### src/rtl/vpu_max_reduce_ctrl_pkg.sv
// -----------------------------------------------------------------------------
// vpu_max_reduce_ctrl_pkg
// Shared definitions for the VPU signed-max reduction sequencer:
//   - OPERAND_WIDTH    : native VPU element width
//   - MAX_REDUCE_LANES : elements carried per input beat
//   - SI_MIN_OPERAND   : most negative two's-complement OPERAND_WIDTH value
//   - max_reduce_state_t : sequencer FSM encoding
// -----------------------------------------------------------------------------
package vpu_max_reduce_ctrl_pkg;

  localparam int OPERAND_WIDTH    = 32;
  localparam int MAX_REDUCE_LANES = 2;

  localparam logic [OPERAND_WIDTH-1:0] SI_MIN_OPERAND =
    {1'b1, {(OPERAND_WIDTH-1){1'b0}}};

  typedef enum logic [1:0] {
    MR_IDLE = 2'd0,
    MR_RUN  = 2'd1,
    MR_DONE = 2'd2
  } max_reduce_state_t;

endpackage

### src/rtl/vpu_max_reduce_ctrl_alu.sv
// -----------------------------------------------------------------------------
// vpu_max_reduce_ctrl_alu
// Combinational three-operand signed-max ALU (the VPU SI_MAX function).
// Ties resolve to the lowest-numbered operand, so op_0 beats op_1 beats op_2.
//
// Ports:
//   en        in  1        : result is forced to zero when low
//   op_0..2   in  DATA_W   : two's-complement operands
//   op_valid  in  3        : per-operand participation mask
//   result    out DATA_W   : signed maximum of the participating operands
// -----------------------------------------------------------------------------
module vpu_max_reduce_ctrl_alu #(
  parameter int DATA_W = 32
) (
  input  logic              en,
  input  logic [DATA_W-1:0] op_0,
  input  logic [DATA_W-1:0] op_1,
  input  logic [DATA_W-1:0] op_2,
  input  logic [2:0]        op_valid,
  output logic [DATA_W-1:0] result
);

  logic [DATA_W-1:0] best_01;
  logic [DATA_W-1:0] best_012;
  logic              have_01;

  // NOTE: every variable assigned in an always_comb gets a default on the
  // first lines so no path leaves it unassigned and no latch is inferred.
  always_comb begin
    best_01  = op_0;
    have_01  = op_valid[0];
    // Strict compare keeps the earlier operand on a tie.
    if (op_valid[1] && (!have_01 || ($signed(op_1) > $signed(best_01)))) begin
      best_01 = op_1;
    end
    have_01  = op_valid[0] | op_valid[1];

    best_012 = best_01;
    if (op_valid[2] && (!have_01 || ($signed(op_2) > $signed(best_01)))) begin
      best_012 = op_2;
    end

    result = en ? best_012 : '0;
  end

endmodule

### src/rtl/vpu_max_reduce_ctrl.sv
// -----------------------------------------------------------------------------
// vpu_max_reduce_ctrl
// Signed-integer max reduction over a streamed vector of arbitrary length.
// Each input beat carries up to two elements; the running accumulator and the
// new lanes share one pass through the signed-max ALU per accepted beat.
//
// Optional feature: define VPU_MAX_REDUCE_ARGMAX_EN to add out_idx_o, the
// zero-based position of the maximum (earliest index wins ties).
//
// Ports:
//   clk, rst     : clock, synchronous active-high reset
//   start_i      : start pulse, honoured only when idle
//   len_i        : element count, captured with start_i
//   busy_o       : high while a reduction is running or its result is pending
//   in_valid_i / in_ready_o / in_data_i / in_cnt_i : element stream
//                  (lane0 = low half, older element; in_cnt_i = valid lanes)
//   out_valid_o / out_ready_i / out_data_o : result handshake
//   out_empty_o  : result came from a zero-length reduction
//   out_idx_o    : argmax index (VPU_MAX_REDUCE_ARGMAX_EN only)
// -----------------------------------------------------------------------------
module vpu_max_reduce_ctrl
  import vpu_max_reduce_ctrl_pkg::*;
#(
  parameter int DATA_W = OPERAND_WIDTH,
  parameter int LEN_W  = 16
) (
  input  logic                               clk,
  input  logic                               rst,
  input  logic                               start_i,
  input  logic [LEN_W-1:0]                   len_i,
  output logic                               busy_o,
  input  logic                               in_valid_i,
  output logic                               in_ready_o,
  input  logic [MAX_REDUCE_LANES*DATA_W-1:0] in_data_i,
  input  logic [1:0]                         in_cnt_i,
  output logic                               out_valid_o,
  input  logic                               out_ready_i,
  output logic [DATA_W-1:0]                  out_data_o,
  output logic                               out_empty_o
`ifdef VPU_MAX_REDUCE_ARGMAX_EN
  ,
  output logic [LEN_W-1:0]                   out_idx_o
`endif
);

  localparam logic [DATA_W-1:0] SI_MIN = {1'b1, {(DATA_W-1){1'b0}}};

  max_reduce_state_t state, state_nxt;

  logic [DATA_W-1:0] acc;
  logic [LEN_W-1:0]  rem;
  logic [LEN_W-1:0]  rem_nxt;
  logic [1:0]        eff_cnt;
  logic [1:0]        use_cnt;
  logic              beat_hs;
  logic              beat_upd;
  logic              last_beat;
  logic [DATA_W-1:0] lane0;
  logic [DATA_W-1:0] lane1;
  logic [DATA_W-1:0] alu_result;

  assign lane0 = in_data_i[DATA_W-1:0];
  assign lane1 = in_data_i[2*DATA_W-1:DATA_W];

  // Elements consumed by this beat: in_cnt_i saturates at two lanes and is
  // further clipped to what remains, so rem can never wrap.
  always_comb begin
    eff_cnt = in_cnt_i[1] ? 2'd2 : in_cnt_i;
    use_cnt = (rem >= LEN_W'(eff_cnt)) ? eff_cnt : rem[1:0];
  end

  assign beat_hs   = in_valid_i && in_ready_o;
  // A zero-lane beat is consumed without touching acc or rem.
  assign beat_upd  = beat_hs && (use_cnt != 2'd0);
  assign rem_nxt   = rem - LEN_W'(use_cnt);
  assign last_beat = beat_upd && (rem_nxt == '0);

  vpu_max_reduce_ctrl_alu #(
    .DATA_W (DATA_W)
  ) u_alu (
    .en       (beat_hs),
    .op_0     (acc),
    .op_1     (lane0),
    .op_2     (lane1),
    .op_valid ({use_cnt == 2'd2, 1'b1, 1'b1}),
    .result   (alu_result)
  );

  // ---------------------------------------------------------------------------
  // FSM: state register
  // ---------------------------------------------------------------------------
  // NOTE: clocked state uses non-blocking (<=) so every flop samples the
  // pre-edge values; blocking (=) is reserved for combinational blocks.
  always_ff @(posedge clk) begin
    if (rst) state <= MR_IDLE;
    else     state <= state_nxt;
  end

  // FSM: next-state logic
  always_comb begin
    state_nxt = state;
    unique case (state)
      MR_IDLE: if (start_i)     state_nxt = (len_i != '0) ? MR_RUN : MR_DONE;
      MR_RUN:  if (last_beat)   state_nxt = MR_DONE;
      MR_DONE: if (out_ready_i) state_nxt = MR_IDLE;
      default:                  state_nxt = MR_IDLE;
    endcase
  end

  // FSM: outputs (pure functions of the registered state)
  always_comb begin
    busy_o      = (state != MR_IDLE);
    in_ready_o  = (state == MR_RUN);
    out_valid_o = (state == MR_DONE);
  end

`ifdef VPU_MAX_REDUCE_ARGMAX_EN
  // ---------------------------------------------------------------------------
  // Argmax tracking: elem_cnt is the index of lane0 in the current beat.
  // Strict compares keep the earliest index on ties.
  // ---------------------------------------------------------------------------
  logic [LEN_W-1:0]  elem_cnt;
  logic [LEN_W-1:0]  idx_acc;
  logic [LEN_W-1:0]  idx_nxt;
  logic [DATA_W-1:0] best_acc_l0;

  always_comb begin
    idx_nxt     = idx_acc;
    best_acc_l0 = acc;
    if ($signed(lane0) > $signed(acc)) begin
      idx_nxt     = elem_cnt;
      best_acc_l0 = lane0;
    end
    if ((use_cnt == 2'd2) && ($signed(lane1) > $signed(best_acc_l0))) begin
      idx_nxt = elem_cnt + LEN_W'(1);
    end
  end

  always_ff @(posedge clk) begin
    if (rst) begin
      elem_cnt  <= '0;
      idx_acc   <= '0;
      out_idx_o <= '0;
    end else begin
      unique case (state)
        MR_IDLE: begin
          if (start_i) begin
            elem_cnt <= '0;
            idx_acc  <= '0;
            if (len_i == '0) out_idx_o <= '0;
          end
        end
        MR_RUN: begin
          if (beat_upd) begin
            elem_cnt <= elem_cnt + LEN_W'(use_cnt);
            idx_acc  <= idx_nxt;
            if (last_beat) out_idx_o <= idx_nxt;
          end
        end
        default: ;
      endcase
    end
  end
`endif

  // ---------------------------------------------------------------------------
  // Accumulator, remaining count and registered result
  // ---------------------------------------------------------------------------
  always_ff @(posedge clk) begin
    if (rst) begin
      acc         <= '0;
      rem         <= '0;
      out_data_o  <= '0;
      out_empty_o <= 1'b0;
    end else begin
      unique case (state)
        MR_IDLE: begin
          if (start_i) begin
            if (len_i != '0) begin
              rem         <= len_i;
              acc         <= SI_MIN;
              out_empty_o <= 1'b0;
            end else begin
              out_data_o  <= SI_MIN;
              out_empty_o <= 1'b1;
            end
          end
        end
        MR_RUN: begin
          if (beat_upd) begin
            acc <= alu_result;
            rem <= rem_nxt;
            if (last_beat) out_data_o <= alu_result;
          end
        end
        default: ;
      endcase
    end
  end

endmodule

### config.mk
export PLATFORM = sky130hd
export DESIGN_NAME = vpu_max_reduce_ctrl
export DESIGN_NICKNAME = d
export VERILOG_FILES = /design/src/rtl/vpu_max_reduce_ctrl_pkg.sv /design/src/rtl/vpu_max_reduce_ctrl_alu.sv /design/src/rtl/vpu_max_reduce_ctrl.sv
export SDC_FILE = /design/constraint.sdc
export NUM_CORES = 1
export LEC_CHECK = 0
export CAP_MARGIN = 20
export CORE_MARGIN = 2
export CORE_UTILIZATION = 55
export CTS_CLUSTER_DIAMETER = 100
export DETAILED_ROUTE_END_ITERATION = 6
export GPL_TIMING_DRIVEN = 1
export PLACE_DENSITY = 0.87
export SYNTH_ARGS = -nofsm -noshare
export SYNTH_HDL_FRONTEND = slang
export SYNTH_HIERARCHICAL = 1
export SYNTH_SLANG_ARGS = --single-unit
### constraint.sdc
create_clock -name clk -period 6 [get_ports clk]
set_input_delay 1.2 -clock clk [delete_from_list [all_inputs] [get_ports clk]]
set_output_delay 1.2 -clock clk [all_outputs]
set_load 0.01 [all_outputs]
; ---- Word-level counts from Yosys, hierarchy flattened
; Index checks and enable logic that the tools add are counted.
[word_totals]
wordCells = 56
in_bits = 87
regBits = 83
out_inout_bits = 36
[classes]
addsub = 1
n_reduce_logical = 14
n_lt_le_gt_ge = 3
n_eq_ne = 9
mux = 24
[op_table]
columns = op, n
row1 = 2-to-1 mux 32 bit, 10
row2 = case mux 32 bit (2 select lines), 2
row3 = > comparator 32 bit, 2
row4 = 2-to-1 mux 16 bit, 3
row5 = case mux 16 bit (2 select lines), 1
row6 = >= comparator 16 x 2 -> 1 bit, 1
row7 = logical NOT 16 bit, 1
row8 = nonzero test 16 bit, 1
row9 = subtractor 16 x 2 -> 16 bit, 1
row10 = 2-to-1 mux 2 bit, 6
row11 = != test 2 x 1 -> 1 bit (second input constant), 3
row12 = != test 2 bit (second input constant), 3
row13 = case mux 2 bit (3 select lines), 1
row14 = nonzero test 2 bit, 3
row15 = AND reduction 5 bit, 1
row16 = == test 2 bit (second input constant), 2
row17 = logical AND 1 bit, 4
row18 = AND reduction 4 bit, 1
row19 = AND reduction 3 bit, 1
row20 = == test 2 x 1 -> 1 bit (second input constant), 1
row21 = logical NOT 2 bit, 1
row22 = AND reduction 2 bit, 1
row23 = 2-to-1 mux 1 bit, 1

; ---- Depth between registers and ports, before layout
[depth]
depth_word = 10
depth_mapped = 24
mapped_depth_nobuf = 21

; ---- Hierarchy
; Netlist, hierarchy kept.
[modules_own_cells]
columns = module, cells_each, area_per_inst_um2, n_inst, seq_area_each_um2
row1 = vpu_max_reduce_ctrl, 625, 4648.2, 1, 1661.6
row2 = vpu_max_reduce_ctrl_alu, 317, 2392.3, 1, 0.0

; ---- Worst setup path after synthesis
; No wires, ideal clock.
[synth_timing]
path_kind = input port to flip-flop
from = in in_data_i[30]
to = reg acc[10]
slack_ps = 698
setup_ps = 128
path_buffers = 3
arrival_ps = 5174
cell_stages = 21
path_cell_list = ha_1 a21oi_2 nand2_1 a221o_1 a211o_1 o2111ai_4 buf_8 mux2i_2 ha_1 a21oi_1 o21ai_0 a2111oi_0 o211ai_1 nor3b_1 or3_1 buf_6 buf_6 o21ai_0 a21oi_1 a32oi_1 nor2_1
[synth_between]
elab_chain_cells = 8
[synth_rtl]
columns = item, line_no
row1 = "start, declared", vpu_max_reduce_ctrl.sv:34  ; input logic [MAX_REDUCE_LANES*DATA_W-1:0] in_data_i,
row2 = > comparator 32 bit, vpu_max_reduce_ctrl_alu.sv:33  ; if (op_valid[1] && (!have_01 || ($signed(op_1) > $signed(best_01)))) begin
row3 = 2-to-1 mux 32 bit (*), vpu_max_reduce_ctrl_alu.sv:33
row4 = > comparator 32 bit, vpu_max_reduce_ctrl_alu.sv:39  ; if (op_valid[2] && (!have_01 || ($signed(op_2) > $signed(best_01)))) begin
row5 = logical AND 1 bit, vpu_max_reduce_ctrl_alu.sv:39
row6 = 2-to-1 mux 32 bit (*), vpu_max_reduce_ctrl_alu.sv:39
row7 = 2-to-1 mux 32 bit (*), vpu_max_reduce_ctrl_alu.sv:43  ; result = en ? best_012 : '0;
row8 = via alu_result[10], vpu_max_reduce_ctrl.sv:60  ; logic [DATA_W-1:0] alu_result;
row9 = 2-to-1 mux 32 bit (*), vpu_max_reduce_ctrl.sv:190  ; if (beat_upd) begin
row10 = case mux 32 bit (2 select lines) (*), vpu_max_reduce_ctrl.sv:176  ; unique case (state)
row11 = "end signal, assigned", vpu_max_reduce_ctrl.sv:191  ; acc <= alu_result;
row12 = "end, declared", vpu_max_reduce_ctrl.sv:50  ; logic [DATA_W-1:0] acc;
; Mark *: on every way through the listed nets, which the timed path passes. The rest lies on a longest branch. The select of a mux whose other input is x is not followed.
; A chain may end at the register's enable or synchronous reset.

; ---- Worst setup path after layout
[layout_timing]
from = in in_data_i[9]
to = reg out_data_o[15]
[layout_between]
elab_chain_cells = 9
[layout_rtl]
columns = item, line_no
row1 = > comparator 32 bit, vpu_max_reduce_ctrl_alu.sv:33
row2 = 2-to-1 mux 32 bit (*), vpu_max_reduce_ctrl_alu.sv:33
row3 = > comparator 32 bit, vpu_max_reduce_ctrl_alu.sv:39
row4 = logical AND 1 bit, vpu_max_reduce_ctrl_alu.sv:39
row5 = 2-to-1 mux 32 bit (*), vpu_max_reduce_ctrl_alu.sv:39
row6 = 2-to-1 mux 32 bit (*), vpu_max_reduce_ctrl_alu.sv:43
row7 = via alu_result[15], vpu_max_reduce_ctrl.sv:60
row8 = 2-to-1 mux 32 bit (*), vpu_max_reduce_ctrl.sv:193  ; if (last_beat) out_data_o <= alu_result;
row9 = 2-to-1 mux 32 bit (*), vpu_max_reduce_ctrl.sv:190
row10 = case mux 32 bit (2 select lines) (*), vpu_max_reduce_ctrl.sv:176
row11 = "end signal, assigned", vpu_max_reduce_ctrl.sv:193
row12 = "end, declared", vpu_max_reduce_ctrl.sv:38  ; output logic [DATA_W-1:0] out_data_o,
; Marked as above.

==> flow_metrics.py <==
metrics = {
    "sta": {
        "relSlewSlack": 0.435,
        "period_needed_ns": 5.87,
        "finalSetupTns_ns": 0,
        "finClkSkew_ns": 0.00724,
        "tightest_slew_ns": 0.847,
        "max_freq_mhz": 170,
        "maxSlewViolCount": 0,
        "setup_viol": 0,
        "period_share": 0.978,
        "hold_viol": 0,
    },
    "power_and_ir_drop": {
        "peakVddDrop_mv": 0.129,
        "switching_share": 0.363,
        "power_switching_w": 0.000652,
        "powerDensity_nw_per_um2": 195,
        "power_frac_comb": 0.360,
        "power_frac_clock": 0.311,
        "p_int_w": 0.00115,
        "p_leak_nw": 3.45,
        "power_frac_seq": 0.329,
    },
    "synth": {
        "yosysMostFrequentCell": "nor2_1",
        "syn_area_per_cell_sq_um": 7.47,
        "synth_top_flop_cell": "dfxtp_1",
        "yosysWarningCount": 6,
        "ys_top_cells_by_area": "dfxtp_1, ha_1, nor2_1",
        "synth_top_family_by_area": "compound AO/OA/AOI/OAI gates",
        "ys_seq_area_frac": 0.236,
        "synthCells": 942,
        "synthAdderAreaFrac": 0.121,
        "synthMuxAreaShare": 0.0544,
        "synth_seq_cells": 83,
        "syn_area_sq_um": 7040,
        "yosys-top-cells-count": "nor2_1, a21oi_1, dfxtp_1",
        "ys_types": 66,
        "synthXorXnorAreaFrac": 0,
        "synth_edf_count": 0,
        "synthSimpleGateAreaFrac": 0.220,
        "async_flop_share": 0,
        "synth_compound_area_frac": 0.294,
        "yosys.area.top_type": "dfxtp_1",
        "synth_top_area_frac": 0.236,
    },
    "routing": {
        "first_pass_iters": 6,
        "wl_per_cell_um": 17.8,
        "drt-initial-drc-count": 961,
        "ant_nets": 0,
        "drc": 0,
        "vias": 7925,
        "drt-vias-per-instance": 6.25,
        "totalWireLength_mm": 22.6,
    },
    "floorplanning": {
        "die-area_sq_um": 13700,
        "rows": 41,
        "core_area_sq_um": 12600,
        "initial_core_util": 0.560,
        "boundaryPins": 123,
        "die_w_um": 117,
        "die_height_um": 117,
    },
    "min_path": {
        "hold_class": "flip-flop to flip-flop",
        "min_from": "out_empty_o",
        "min_to": "out_empty_o",
        "holdPathStages": 2,
    },
    "global_routing": {
        "grtUsageTotal": 0.315,
        "grt_max_degree": 78,
        "use_met3": 0.0556,
        "antenna_found_initial": 0,
        "first_global_vias": 7194,
        "grt.met2_usage": 0.500,
        "grt-ovfl-total": 0,
        "grt-busiest-layer": "met2",
        "grt.met1_usage": 0.424,
        "grt_pass1_wl_mm": 34.6,
    },
    "cells_and_area": {
        "stdcell_count": 1269,
        "synthToLayoutAreaGrowth_pct": 31.0,
        "diodes": 0,
        "seqCellArea_sq_um": 1660,
        "fin_nets": 1247,
        "multi_input_area_sq_um": 5050,
        "fillers": 929,
        "drive_above_1_share": 0.136,
        "final_cell_area_sq_um": 9230,
    },
    "critical_path": {
        "ff2ff_setup_slack_ns": 0.95,
        "cp.required_ns": 6.29,
        "cp.arrival_ns": 6.16,
        "rr_endpoint": "out_data_o[15]",
        "worstSetupStartpointType": "input port",
        "crit_type": "input port to flip-flop",
        "worst-path-max-fanout": 18,
        "critPathCaptureType": "flip-flop",
        "reg2regPathDepth": 23,
        "r2r-start": "acc[9]",
    },
    "cts": {
        "cts_hold_buf": 0,
        "clkTransAtPathRegs_ns": 0.07,
        "numCtsBuffers": 9,
        "cts_max_level": 3,
        "cts_tree": "done",
        "clock_sinks": 83,
        "clk_latency_ns": 0.35,
        "cts_buffer_depth": 2,
        "root_buffer": "clkbuf_16",
    },
    "place": {
        "io_buffers": 122,
        "place_area_sq_um": 8740,
        "dp_cells": 1253,
        "place_hpwl_mm": 15.5,
        "routabilityCongestion": 0.941,
    },
    "run": {
        "cap_viol_max_count": 0,
    },
    "outcome": {
        "outcome": "complete, no violations",
    },
}
layer usage:
layer	vias up	wire, um
met5	-	0
met4	0	711
met3	74	2270
met2	488	10200
met1	3638	9390
li1	3725	-
final cells by class:
cell class	instances	share of cell area
inverters	46	0.0187
flip-flops and latches	83	0.180
repair buffers	198	0.200
clock buffers	10	0.0259
well taps	172	0.0233
clock inverters	6	0.00502
multi-input cells	754	0.547
logic make-up after synthesis:
logic type / Yosys count
other: 1
buffers and inverters: 111
AO/OA/AOI/OAI: 323
multiplexers: 34
adder cells (fa/ha/maj): 68
AND/OR/NAND/NOR: 322
flip-flops: 83
timing repair:
action | in CTS | in global routing
endpoints found under the setup margin | 2 | 64
setup buffers | 0 | 0
pin swaps | 0 | 9
cloned | 0 | 0
gates resized for setup | 3 | 46
endpoints found under the hold margin | 0 | 0
how the worst max path moves through the flow:
stage / start / cells after the start / endpoint / slack, ns
finish: in_data_i[9] / 23 / out_data_o[15] / 0.13
global route: in_data_i[0] / 24 / acc[27] / -0.09
CTS: in_data_i[23] / 22 / acc[16] / 0.02
detailed placement: in_data_i[23] / 21 / out_data_o[16] / -0.39
global placement: in_data_i[23] / 21 / out_data_o[16] / -0.21
floorplan: in_data_i[30] / 21 / acc[10] / 0.70
critical path, cell delays in order:
cell,delay [ns]
clkdlybuf4s50_1,0.42
ha_1,0.30
a21oi_1,0.16
nor2_1,0.05
a211oi_1,0.31
o21ai_0,0.14
o22a_1,0.23
o2111ai_4,0.30
buf_12,0.20
mux2i_2,0.25
ha_1,0.30
a21oi_2,0.17
nor2b_1,0.09
a2111oi_2,0.36
buf_4,0.17
o211ai_1,0.10
a2111oi_2,0.32
or3_4,0.25
buf_12,0.15
o21ai_0,0.09
a21oi_1,0.26
nand2_1,0.15
o21ai_1,0.15
registers in the layout, indices dropped and copies added (netlist names):
register,flops
acc,32
out_data_o,32
rem,16
state,2
out_empty_o,1
placed cells by master (no fill, tap or decap), drive strengths merged, types with 3 or more instances in the layout:
| master | synthesis | layout |
|---|---|---|
| or2 | 4 | 4 |
| a211o | 3 | 3 |
| a2111oi | 3 | 3 |
| a211oi | 39 | 39 |
| nor2b | 5 | 5 |
| inv | 46 | 48 |
| ha | 68 | 68 |
| dfxtp | 83 | 83 |
| a21boi | 32 | 32 |
| nor2 | 116 | 116 |
| nor3b | 3 | 3 |
| or4 | 5 | 5 |
| nand2b | 37 | 37 |
| a31oi | 5 | 5 |
| clkdlybuf4s50 | 0 | 119 |
| and2 | 3 | 3 |
| a21o | 5 | 5 |
| o31ai | 3 | 3 |
| o22ai | 3 | 3 |
| conb | 1 | 7 |
| nand3 | 16 | 16 |
| nor3 | 10 | 10 |
| nand2 | 82 | 82 |
| nand4 | 18 | 18 |
| a21oi | 84 | 84 |
| o21ai | 99 | 99 |
| nor4 | 13 | 13 |
| buf | 19 | 77 |
| a32oi | 26 | 26 |
| clkbuf | 46 | 10 |
| or3 | 5 | 5 |
| o21a | 3 | 3 |
| mux2i | 33 | 33 |
metrics by stage:
stage	util	worst slack, ns	power [W]	hold WS, ns
2_1_floorplan	-	0.698	0.000982	0.429
3_3_place_gp	0.696	-0.215	0.00118	0.447
3_5_place_dp	0.696	-0.391	0.00119	0.464
4_1_cts	0.719	0.0199	0.00174	0.473
5_1_grt	0.734	-0.0890	0.00187	0.493
6_report	0.734	0.130	0.00180	0.474
power groups by stage:
| stage | Combinational, W | Sequential (W) | Clock (W) |
|---|---|---|---|
| 2_1_floorplan | 0.000391 | 0.000591 | 0 |
| 3_3_place_gp | 0.000577 | 0.000602 | 0 |
| 3_5_place_dp | 0.000587 | 0.000602 | 0 |
| 4_1_cts | 0.000594 | 0.000590 | 0.000556 |
| 5_1_grt | 0.000697 | 0.000594 | 0.000581 |
| 6_report | 0.000648 | 0.000591 | 0.000559 |
Power figures use the tool's default switching activity.
